[config.mk]
export PLATFORM = sky130hd
export DESIGN_NAME = exp_shift_add_flat
export DESIGN_NICKNAME = d
export VERILOG_FILES = /design/src/rtl/exp_pkg.sv /design/src/rtl/exp_shift_add_if.sv /design/src/rtl/ln_const_rom.sv /design/src/rtl/exp_shift_add.sv /design/src/flat_wrapper.sv
export SDC_FILE = /design/constraint.sdc
export NUM_CORES = 1
export LEC_CHECK = 0
export CORE_AREA = 2 2 172 106
export DETAILED_ROUTE_END_ITERATION = 7
export DIE_AREA = 0 0 174 108
export GPL_ROUTABILITY_DRIVEN = 0
export PLACE_DENSITY = 0.41
export SETUP_SLACK_MARGIN = 0.02
export SLEW_MARGIN = 20
export SYNTH_ARGS = -nofsm -noshare
export SYNTH_HDL_FRONTEND = slang
export SYNTH_HIERARCHICAL = 1
export SYNTH_SLANG_ARGS = --single-unit
[constraint.sdc]
create_clock -name clk -period 3.3 [get_ports clk]
set_input_delay 0.495 -clock clk [delete_from_list [all_inputs] [get_ports clk]]
set_output_delay 0.495 -clock clk [all_outputs]
set_load 0.01 [all_outputs]
[src/rtl/exp_pkg.sv]
// Shared constants, ln(1+2^-i) table and FSM states for the
// shift-add log/exp datapaths (unsigned Q4.10).
package exp_pkg;
   localparam int W    = 14;
   localparam int FRAC = 10;
   localparam int NIDX = 11;

   localparam logic [W-1:0] YMAX = 14'd2838;
   localparam logic [W-1:0] ONE  = 14'(1 << FRAC);

   // ln(1+2^-i) in Q4.10, i = 0..10
   localparam logic [W-1:0] LN_TAB [NIDX] = '{
      14'd710, 14'd415, 14'd228, 14'd121, 14'd62, 14'd32,
      14'd16,  14'd8,   14'd4,   14'd2,   14'd1
   };

   typedef enum logic [1:0] {
      IDLE,
      RUN,
      FIN
   } state_t;
endpackage

[src/rtl/exp_shift_add_if.sv]
// Request/result bundle of the exponential unit.
interface exp_shift_add_if;
   import exp_pkg::*;

   logic         start;
   logic [W-1:0] y0;
   logic [W-1:0] xf;
   logic         busy;
   logic         done;
   logic         ovf;

   modport master (
      output start, y0,
      input  xf, busy, done, ovf
   );

   modport slave (
      input  start, y0,
      output xf, busy, done, ovf
   );
endinterface

[src/rtl/ln_const_rom.sv]
// Combinational index -> ln(1+2^-i) lookup; 0 past the table end.
module ln_const_rom
   import exp_pkg::*;
(
   input  logic [3:0]   idx,
   output logic [W-1:0] val
);

   always_comb begin
      val = '0;
      if (int'(idx) < NIDX)
         val = LN_TAB[idx];
   end

endmodule

[src/rtl/exp_shift_add.sv]
// Iterative shift-add e^y0: residual z walks down the ln table while
// x is scaled by (1+2^-i) for every constant subtracted.
module exp_shift_add
   import exp_pkg::*;
(
   input  logic           clk,
   input  logic           reset,
   exp_shift_add_if.slave bus
);

   state_t       state;
   logic [W-1:0] x;
   logic [W-1:0] z;
   logic [W-1:0] l;
   logic [3:0]   i;

   ln_const_rom u_rom (
      .idx (i),
      .val (l)
   );

   always_ff @(posedge clk or posedge reset) begin
      if (reset) begin
         state    <= IDLE;
         x        <= '0;
         z        <= '0;
         i        <= '0;
         bus.xf   <= '0;
         bus.busy <= 1'b0;
         bus.done <= 1'b0;
         bus.ovf  <= 1'b0;
      end else begin
         bus.done <= 1'b0;
         unique case (state)
            IDLE: begin
               if (bus.start) begin
                  if (bus.y0 > YMAX) begin
                     bus.xf  <= '1;
                     bus.ovf <= 1'b1;
                     state   <= FIN;
                  end else begin
                     x        <= ONE;
                     z        <= bus.y0;
                     i        <= '0;
                     bus.ovf  <= 1'b0;
                     bus.busy <= 1'b1;
                     state    <= RUN;
                  end
               end
            end
            RUN: begin
               // stay on the same index until the constant no longer fits
               if (z >= l) begin
                  z <= z - l;
                  x <= x + (x >> i);
               end else if (i == 4'(NIDX - 1)) begin
                  state <= FIN;
               end else begin
                  i <= i + 4'd1;
               end
            end
            FIN: begin
               if (!bus.ovf)
                  bus.xf <= x;
               bus.done <= 1'b1;
               bus.busy <= 1'b0;
               state    <= IDLE;
            end
            default: state <= IDLE;
         endcase
      end
   end

endmodule
[src/flat_wrapper.sv]
// flat-port wrapper written by rule: the top's interface ports become plain ports
module exp_shift_add_flat import exp_pkg::*;
  (clk, reset, bus_start, bus_y0, bus_xf, bus_busy, bus_done, bus_ovf);
  exp_shift_add_if bus_i ();
  input  logic clk;
  input  logic reset;
  input wire logic [$bits(bus_i.start)-1:0] bus_start;
  input wire logic [$bits(bus_i.y0)-1:0] bus_y0;
  output wire logic [$bits(bus_i.xf)-1:0] bus_xf;
  output wire logic [$bits(bus_i.busy)-1:0] bus_busy;
  output wire logic [$bits(bus_i.done)-1:0] bus_done;
  output wire logic [$bits(bus_i.ovf)-1:0] bus_ovf;
  assign bus_i.start = bus_start;
  assign bus_i.y0 = bus_y0;
  assign bus_xf = bus_i.xf;
  assign bus_busy = bus_i.busy;
  assign bus_done = bus_i.done;
  assign bus_ovf = bus_i.ovf;
  exp_shift_add u_core (.clk(clk), .reset(reset), .bus(bus_i));
endmodule
Word-level counts from Yosys, hierarchy flattened
Memory sizes are Yosys's and may differ from the RTL's.
Cells that the tools add are included.
{ "word_totals": {"output_inout_bits": 17, "regBits": 51, "in_bits": 17, "n_memories": 1, "rom_bits": 224, "elab_cells": 68} }
{ "op_classes": {"n_lt_le_gt_ge": 4, "bitwise": 1, "n_eq_ne": 11, "n_addsub": 3, "n_shift": 1, "reduce_logical": 9, "n_mux": 30} }
{ "mem_list": {"columns": ["memory", "depth", "word_bits", "rd", "rd_clocked_by_memory_dff", "write_ports", "line_no", "source"], "rows": [
  ["(no name shown)", 16, 14, 1, 0, 0, "ln_const_rom.sv:12", "val = LN_TAB[idx];"]
]} }
{ "ops": {"columns": ["cell", "n"], "rows": [
  ["14-bit two-way mux", 12],
  ["14-bit one-hot mux with 2 select lines", 3],
  ["4-bit two-way mux", 4],
  ["14-bit adder", 1],
  ["14-bit greater-or-equal comparator", 1],
  ["14-bit by 12-bit > comparator with 1-bit output, second input constant", 1],
  ["14-bit by 4-bit >> shifter with 14-bit output", 1],
  ["14-bit subtractor", 1],
  ["2-bit inequality test, second input constant", 5],
  ["2-bit two-way mux", 4],
  ["4-bit one-hot mux with 2 select lines", 1],
  ["4-bit AND reduction", 2],
  ["2-bit by 1-bit inequality test with 1-bit output, second input constant", 3],
  ["3-bit AND reduction", 2],
  ["5-bit greater-or-equal comparator, second input constant", 1],
  ["4-bit NOT with 5-bit output", 1],
  ["5-bit AND reduction", 1],
  ["4-bit by 1-bit adder with 4-bit output, second input constant", 1],
  ["4-bit equality test, second input constant", 1],
  ["4-bit < comparator, second input constant", 1],
  ["1-bit two-way mux", 4],
  ["2-bit one-hot mux with 2 select lines", 1],
  ["2-bit nonzero test", 2],
  ["2-bit by 1-bit equality test with 1-bit output, second input constant", 1],
  ["other kinds (4)", 4]
]} }

Logic depth before layout (Yosys ltp)
Gate-level depths: netlist of the first run.
{ "depth": {"word_depth": 8, "mapped_depth": 18, "ltp_nobuf": 16} }

By module
Netlist of the first run, hierarchy kept.
{ "modules_own_cells": {"columns": ["mod", "area_per_inst_um2", "cells_per_inst", "instances", "seq_area_each_um2"], "rows": [
  ["exp_shift_add", 3996.3, 482, 1, 1276.2],
  ["ln_const_rom", 252.7, 37, 1, 0.0]
]} }

Worst setup path after synthesis of the first run
Ideal clock, no wire load.
{ "synth_path": {"path_kind": "reg-to-reg", "start": "register u_core.i[1]", "end": "register u_core.x[12]", "required_time_ps": 3205, "path_stages_with_launch": 19, "setup_slack_ps": -137, "arrival_time_ps": 3341, "n_path_buf": 2, "period_less_slack_ps": 3437, "setup_time_ps": 95, "cell_sequence": "dfrtp_1 -> clkbuf_1 -> clkbuf_1 -> nand2_1 -> o21ai_0 -> nor2_1 -> a211oi_1 -> a211oi_1 -> a21oi_1 -> ha_1 -> inv_1 -> fa_1 -> nor2b_1 -> o31a_1 -> nor2b_1 -> o21ba_2 -> o21ai_0 -> xnor2_1 -> o31ai_1"} }
{ "synth_between": {"elab_chain_cells": 8, "elab_cells_between_ends": 13, "classes_between": "add/sub: 1; order compare: 2; eq/ne: 1; shift: 1; mux: 5; bitwise: 1; reduce/logical: 1; memory: 1"} }
{ "synth_rtl": {"columns": ["item", "line_no", "source"], "rows": [
  ["start: declaration", "exp_shift_add.sv:15", "logic [3:0] i;"],
  ["start signal: assignment", "exp_shift_add.sv:59", "i <= i + 4'd1;"],
  ["4-bit NOT with 5-bit output (not written as such)", "ln_const_rom.sv:12", null],
  ["memory read 16 x 14 bit", null, null],
  ["14-bit two-way mux (not written as such) (2 in a row)", "ln_const_rom.sv:12", null],
  ["14-bit two-way mux", "ln_const_rom.sv:11", "if (int'(idx) < NIDX)"],
  ["14-bit greater-or-equal comparator", "exp_shift_add.sv:53", "if (z >= l) begin"],
  ["2-bit by 1-bit inequality test with 1-bit output (no line)", null, null],
  ["4-bit AND reduction (no line)", null, null],
  ["end signal: assignment", "exp_shift_add.sv:55", "x <= x + (x >> i);"],
  ["end: declaration", "exp_shift_add.sv:12", "logic [W-1:0] x;"]
]} }
Parallel ways exist; a longest one is shown, timed or not. The select of a mux whose other input is x is not followed.
A chain may end at the register's enable or synchronous reset.

Worst setup path in the final report of the first run
{ "layout_path": {"start": "register u_core.i[1]", "end": "register u_core.x[13]"} }
Same word-level chain as after synthesis.

==> results of run 1 <==
## worst min path at each step
stage,startpoint,to,slack (ns)
finish,u_core/z[0],u_core/z[0],0.49
global route,u_core/z[5],u_core/z[5],0.51
detailed placement,u_core/z[0],u_core/z[0],0.47
global placement,u_core/z[10],u_core/z[10],0.47
CTS,u_core/z[0],u_core/z[0],0.49
floorplan,u_core/z[0],u_core/z[0],0.45
## synthesized netlist by cell type, types with 5 or more instances
library cell / number / area share (%)
xnor2_1: 13 / 2.7
nand2_1: 47 / 4.2
mux2_2: 6 / 1.6
ha_1: 35 / 10
nor2_1: 63 / 5.6
o21ai_0: 35 / 4.1
o31ai_1: 10 / 1.8
o31a_1: 5 / 1.0
dfrtp_1: 51 / 30
o21bai_1: 5 / 0.88
nor2b_1: 10 / 1.5
nor3_1: 14 / 1.6
o21a_1: 7 / 1.2
a21oi_1: 51 / 6.0
nand2b_1: 6 / 0.88
clkbuf_1: 23 / 2.0
inv_1: 28 / 2.5
a21o_1: 9 / 1.6
mux2i_1: 16 / 3.8
xor2_1: 6 / 1.2
a211oi_1: 8 / 1.4
## worst reg2reg max path, stage by stage (launching register included)
cell and delay (ns):
dfrtp_2 0.52, mux2_4 0.36, mux2i_2 0.18, nor2_1 0.09
a21oi_2 0.17, nand2_1 0.09, o21a_1 0.13, ha_1 0.27
a21o_1 0.19, a221oi_2 0.25, buf_4 0.18, a21oi_4 0.07
a211oi_2 0.18, buf_4 0.16, xnor2_2 0.07, a21oi_2 0.13
o21ai_1 0.07
## flip-flops by register name, summed over array words and instances (netlist names)
signal,cells
u_core/z,14
u_core/state,2
u_core/bus.ovf,1
u_core/bus.done,1
u_core/i,4
u_core/x,14
u_core/bus.busy,1
u_core/bus.xf,14
## layer usage
| layer | track usage (%) | share of wire [%] | up-vias | wire, µm |
|---|---|---|---|---|
| met2 | 18.7 | 38 | 95 | 5330 |
| met1 | 24.5 | 57 | 1967 | 7860 |
| met5 | 0 | 0 | - | 0 |
| met4 | 2.22 | 0.27 | 0 | 38 |
| met3 | 2.43 | 4.7 | 4 | 646 |
| li1 | - | - | 2031 | - |
## cell type report
class | count | area [µm²] | share of cell area, %
multi-input cells | 409 | 3020 | 51.1
well taps | 234 | 293 | 4.95
clock inverters | 3 | 15.0 | 0.254
clock buffers | 5 | 125 | 2.12
repair buffers | 123 | 1070 | 18.2
inverters | 28 | 105 | 1.78
flip-flops and latches | 51 | 1280 | 21.6
## cell families after synthesis
kind of cell             share of synthesized area [%]
multiplexers                                      6.42
AO/OA/AOI/OAI                                     23.6
flip-flops                                        30.0
AND/OR/NAND/NOR                                   18.2
adder cells (fa/ha/maj)                           11.2
buffers and inverters                             6.48
XOR/XNOR                                          3.92
other                                           0.0883
## per-stage QoR
stage / cell area, µm² / total power, mW / instances
2_1_floorplan: 4260 / 3.94 / 522
3_3_place_gp: 5250 / 5.56 / 824
3_5_place_dp: 5250 / 5.58 / 824
4_1_cts: 5500 / 6.30 / 839
5_1_grt: 5910 / 7.57 / 853
6_report: 5910 / 6.92 / 853
## what timing repair did
action / CTS / global route
gates cloned: 0 / 1
hold buffers: 0 / 0
endpoints found under the setup margin: 17 / 32
pin swaps: 5 / 23
resized for setup: 18 / 72
buffers inserted: 7 / 13
## power breakdown
group	switching [mW]	internal (mW)
registers	0.289	0.895
clock network	0.255	0.278
logic	2.62	2.58
total	3.16	3.76
==> flow_metrics.tcl, run 1 <==
set metrics [dict create \
    worstSetupStartpointType "flop" \
    antenna_found_initial 0 \
    worst_pin_slew_ns 0.739 \
    final_util_pct 34.7 \
    dp_hpwl_mm 10.3 \
    gr-usage-all-layers_pct 14.6 \
    first_iter_violations 265 \
    grt_pass1_wl_mm 21.5 \
    grt_pass1_vias 3870 \
    ys_seq_area_share_pct 30.0 \
    clk_path_buf_depth 2 \
    cp-endpoint "u_core/x[13]" \
    crit_type "reg -> reg" \
    io_pins 34 \
    fin_crit_ns 3.23 \
    cp.arrival_ns 3.40 \
    die-width_um 174 \
    required_ns 3.47 \
    hold_class "reg -> reg" \
    numCtsBuffers 5 \
    layout_commonest_cell "buf_4" \
    finalSetupViolations 0 \
    wire_per_inst_um 16.3 \
    outcome "finished, final reports clean" \
    nNetsFinal 672 \
    critPathBufInv 2 \
    critical_path_depth 16 \
    avgSynthCellArea_um2 8.19 \
    endpoint_kind "flop" \
    max_stage_delay_ns 0.52 \
    postRouteAntennaNets 0 \
    crit_path_start "u_core/i[1]" \
    start_util_pct 24.9 \
    yosysWarnings 6 \
    h-tree-depth 2 \
    ys_seq_elements 51 \
    ir_worst_vdd_v 0.000313 \
    max_cap_violations 0 \
    cts_sinks 51 \
    nFillCells 1804 \
    setup_ws_ns 0.0700 \
    final_cell_mix "buf_4, nor2_1, dfrtp_1" \
    syn-cell-area_mm2 0.00425 \
    grt_max_degree 35 \
    die_area_mm2 0.0188 \
    critical-path-top-delay-family "compound AO/OA/AOI/OAI gates" \
    via_count 4097 \
    overflow 0 \
    drc_errors 0 \
    finClkSkew_ns 0.00802 \
    p_per_area_mw_per_mm2 1170 \
    place_ws_ns -0.488 \
    core_mm2 0.0170 \
    n_antenna_cell 0 \
    period_share_pct 97.9 \
    rr_endpoint "u_core/x[13]" \
    worst_path_max_delay_cell "dfrtp_2" \
    firstDrtPassIters 5 \
    path_cells "mux2_4 > mux2i_2 > nor2_1 > a21oi_2 > nand2_1 > o21a_1 > ha_1 > a21o_1 > a221oi_2 > buf_4 > a21oi_4 > a211oi_2 > buf_4 > xnor2_2 > a21oi_2 > o21ai_1" \
    viasPerCell 4.80 \
    ys.flop_type "dfrtp_1" \
    slew_headroom_pct 50.7 \
    clock-root-buffer "clkbuf_16" \
    holdPathStages 2 \
    fp.dieH_um 108 \
    layout-drive-gt1-share_pct 27.6 \
    io_buffers 33 \
    regToRegStartpoint "u_core/i[1]" \
    hold_ws_ns 0.486 \
    slew_viol_final 0 \
    synth_edf_count 0 \
    ff2ff_setup_slack_ns 0.07 \
    path_clk_slew_ns 0.07 \
    syn-instance-count 519 \
    setup-tns-final_ns 0 \
    fmax_mhz 310 \
    cts_tree "built" \
    wl_mm 13.9 \
    clock_latency_ns 0.30 \
    row_count 37 \
    r2r_cells 16 \
    synthArstFlopShare_pct 100 \
    finalHoldViolCount 0 \
    total_leakage_power_nw 2.58 \
    ys_types 55 \
    synthToLayoutAreaGrowth_pct 39.2 \
    rsz0062_at_grt "yes" \
    path_max_fanout 8 \
]
Power figures use the tool's default switching activity.
==> run 2, diff against run 1 <==
--- a/config.mk
+++ b/config.mk
@@ -10,6 +10,7 @@
 export DIE_AREA = 0 0 174 108
 export GPL_ROUTABILITY_DRIVEN = 0
 export PLACE_DENSITY = 0.41
+export RECOVER_POWER = 100
 export SETUP_SLACK_MARGIN = 0.02
 export SLEW_MARGIN = 20
 export SYNTH_ARGS = -nofsm -noshare
==> flow_metrics.tcl, run 2 (same netlist as run 1, synthesis figures left out) <==
set metrics [dict create \
    clock-root-buffer "clkbuf_16" \
    io_buffers 33 \
    path_clk_slew_ns 0.07 \
    die-width_um 174 \
    final_cell_mix "buf_4, nor2_1, dfrtp_1" \
    layout_commonest_cell "buf_4" \
    n_antenna_cell 0 \
    clk_path_buf_depth 2 \
    worst_pin_slew_ns 1.35 \
    comb_power_share_pct 75.0 \
    critical-path-top-delay-family "compound AO/OA/AOI/OAI gates" \
    wire_per_inst_um 16.3 \
    numCtsBuffers 5 \
    crit_type "in -> reg" \
    cts_sinks 51 \
    row_count 37 \
    slew_headroom_pct 9.81 \
    total_leakage_power_nw 2.55 \
    regToRegStartpoint "u_core/i[1]" \
    start_util_pct 24.9 \
    io_pins 34 \
    ff2ff_setup_slack_ns 0.05 \
    antenna_found_initial 0 \
    largest_registers "u_core/bus.xf (14), u_core/x (14), u_core/z (14)" \
    grt_max_degree 35 \
    endpoint_kind "flop" \
    cts_hold_buf 0 \
    required_ns 3.49 \
    max_cap_violations 0 \
    finalHoldViolCount 0 \
    outcome "finished, final reports clean" \
    seqPwrFrac_pct 17.2 \
    drc_errors 0 \
    hold_ws_ns 0.486 \
    grt_pass1_vias 3870 \
    r2r_cells 16 \
    path_max_fanout 31 \
    wl_mm 13.9 \
    synthToLayoutAreaGrowth_pct 38.8 \
    p_clk_share_pct 7.8 \
    die_area_mm2 0.0188 \
    worst_path_max_delay_cell "dlygate4sd3_1" \
    nNetsFinal 672 \
    layout-drive-gt1-share_pct 26.7 \
    cts_tree "built" \
    rsz0062_at_grt "yes" \
    h-tree-depth 2 \
    max_stage_delay_ns 0.59 \
    first_iter_violations 267 \
    rr_endpoint "u_core/x[13]" \
    setup-tns-final_ns 0 \
    critPathBufInv 2 \
    dp_hpwl_mm 10.3 \
    core_mm2 0.0170 \
    finClkSkew_ns 0.00894 \
    cp.arrival_ns 3.48 \
    firstDrtPassIters 5 \
    clock_latency_ns 0.30 \
    slew_viol_final 0 \
    p_switching_mw 3.15 \
    critical_path_depth 8 \
    period_share_pct 99.9 \
    p_sw_share_pct 45.9 \
    totalPowerFinal_mw 6.86 \
    fp.dieH_um 108 \
    p_per_area_mw_per_mm2 1160 \
    worstSetupStartpointType "input port" \
    finalSetupViolations 0 \
    ir_worst_vdd_v 0.000309 \
    fmax_mhz 303 \
    path_cells "dlygate4sd3_1 > nor4_1 > o21ai_0 > a311o_1 > o31a_1 > a21o_1 > buf_12 > o41ai_4" \
    grt_pass1_wl_mm 21.5 \
    via_count 4063 \
    cp-endpoint "u_core/x[11]" \
    hold_class "reg -> reg" \
    postRouteAntennaNets 0 \
    viasPerCell 4.76 \
    fin_crit_ns 3.30 \
    p_int_mw 3.71 \
    crit_path_start "bus_y0[10]" \
    final_util_pct 34.6 \
    gr-usage-all-layers_pct 14.6 \
    overflow 0 \
]
==> run 2: timing repair <==
item                       in CTS  in global routing
setup endpoints to repair      17                 32
setup buffers                   7                 13
pin swaps                       5                 23
cloned                          0                  1
gates resized for setup        18                 72
==> run 2: tightest hold or removal path, stage by stage, from the launching register on <==
cell	delay (ns)
dfrtp_1	0.34
nand2_1	0.04
o21ai_0	0.06
==> run 2: how the worst min path moves through the flow <==
stage                  from      endpoint  slack [ns]  cells past startpoint
2_1_floorplan   u_core/z[0]   u_core/z[0]        0.45                      2
3_3_place_gp   u_core/z[10]  u_core/z[10]        0.47                      2
3_5_place_dp    u_core/z[0]   u_core/z[0]        0.47                      2
4_1_cts         u_core/z[0]   u_core/z[0]        0.49                      2
5_1_grt         u_core/z[5]   u_core/z[5]        0.51                      2
6_report        u_core/z[0]   u_core/z[0]        0.49                      2
==> run 2: layout make-up <==
cell class | instances | area (µm²)
Sequential cell | 51 | 1280
Clock buffer | 5 | 125
Inverter | 28 | 105
Tap cell | 234 | 293
Timing Repair Buffer | 123 | 1070
Clock inverter | 3 | 15.0
Multi-Input combinational cell | 409 | 3010
Fill cell | 1804 | 11100
==> run 2: metrics by stage <==
stage	instance area [µm²]	setup slack (ns)	std cells
3_5_place_dp	5250	-0.488	824
3_3_place_gp	5250	-0.495	824
5_1_grt	5900	-0.0807	853
4_1_cts	5500	0.00413	839
2_1_floorplan	4260	0.0516	522
6_report	5900	0.00207	853
==> run 2: power by group through the flow <==
stage	Combinational, mW	Clock (mW)	Sequential (mW)
2_1_floorplan	2.80	0	1.14
3_3_place_gp	4.40	0	1.16
3_5_place_dp	4.41	0	1.17
4_1_cts	4.59	0.555	1.15
5_1_grt	5.70	0.574	1.23
6_report	5.15	0.532	1.18
==> run 2: routing by layer <==
layer	vias to the layer above	wire [µm]	part of all wire [%]	track usage, %
met5	-	0	0	0
met1	1955	7970	57	24.5
met3	4	496	3.6	2.43
met4	0	40	0.29	2.22
li1	2032	-	-	-
met2	72	5360	39	18.7
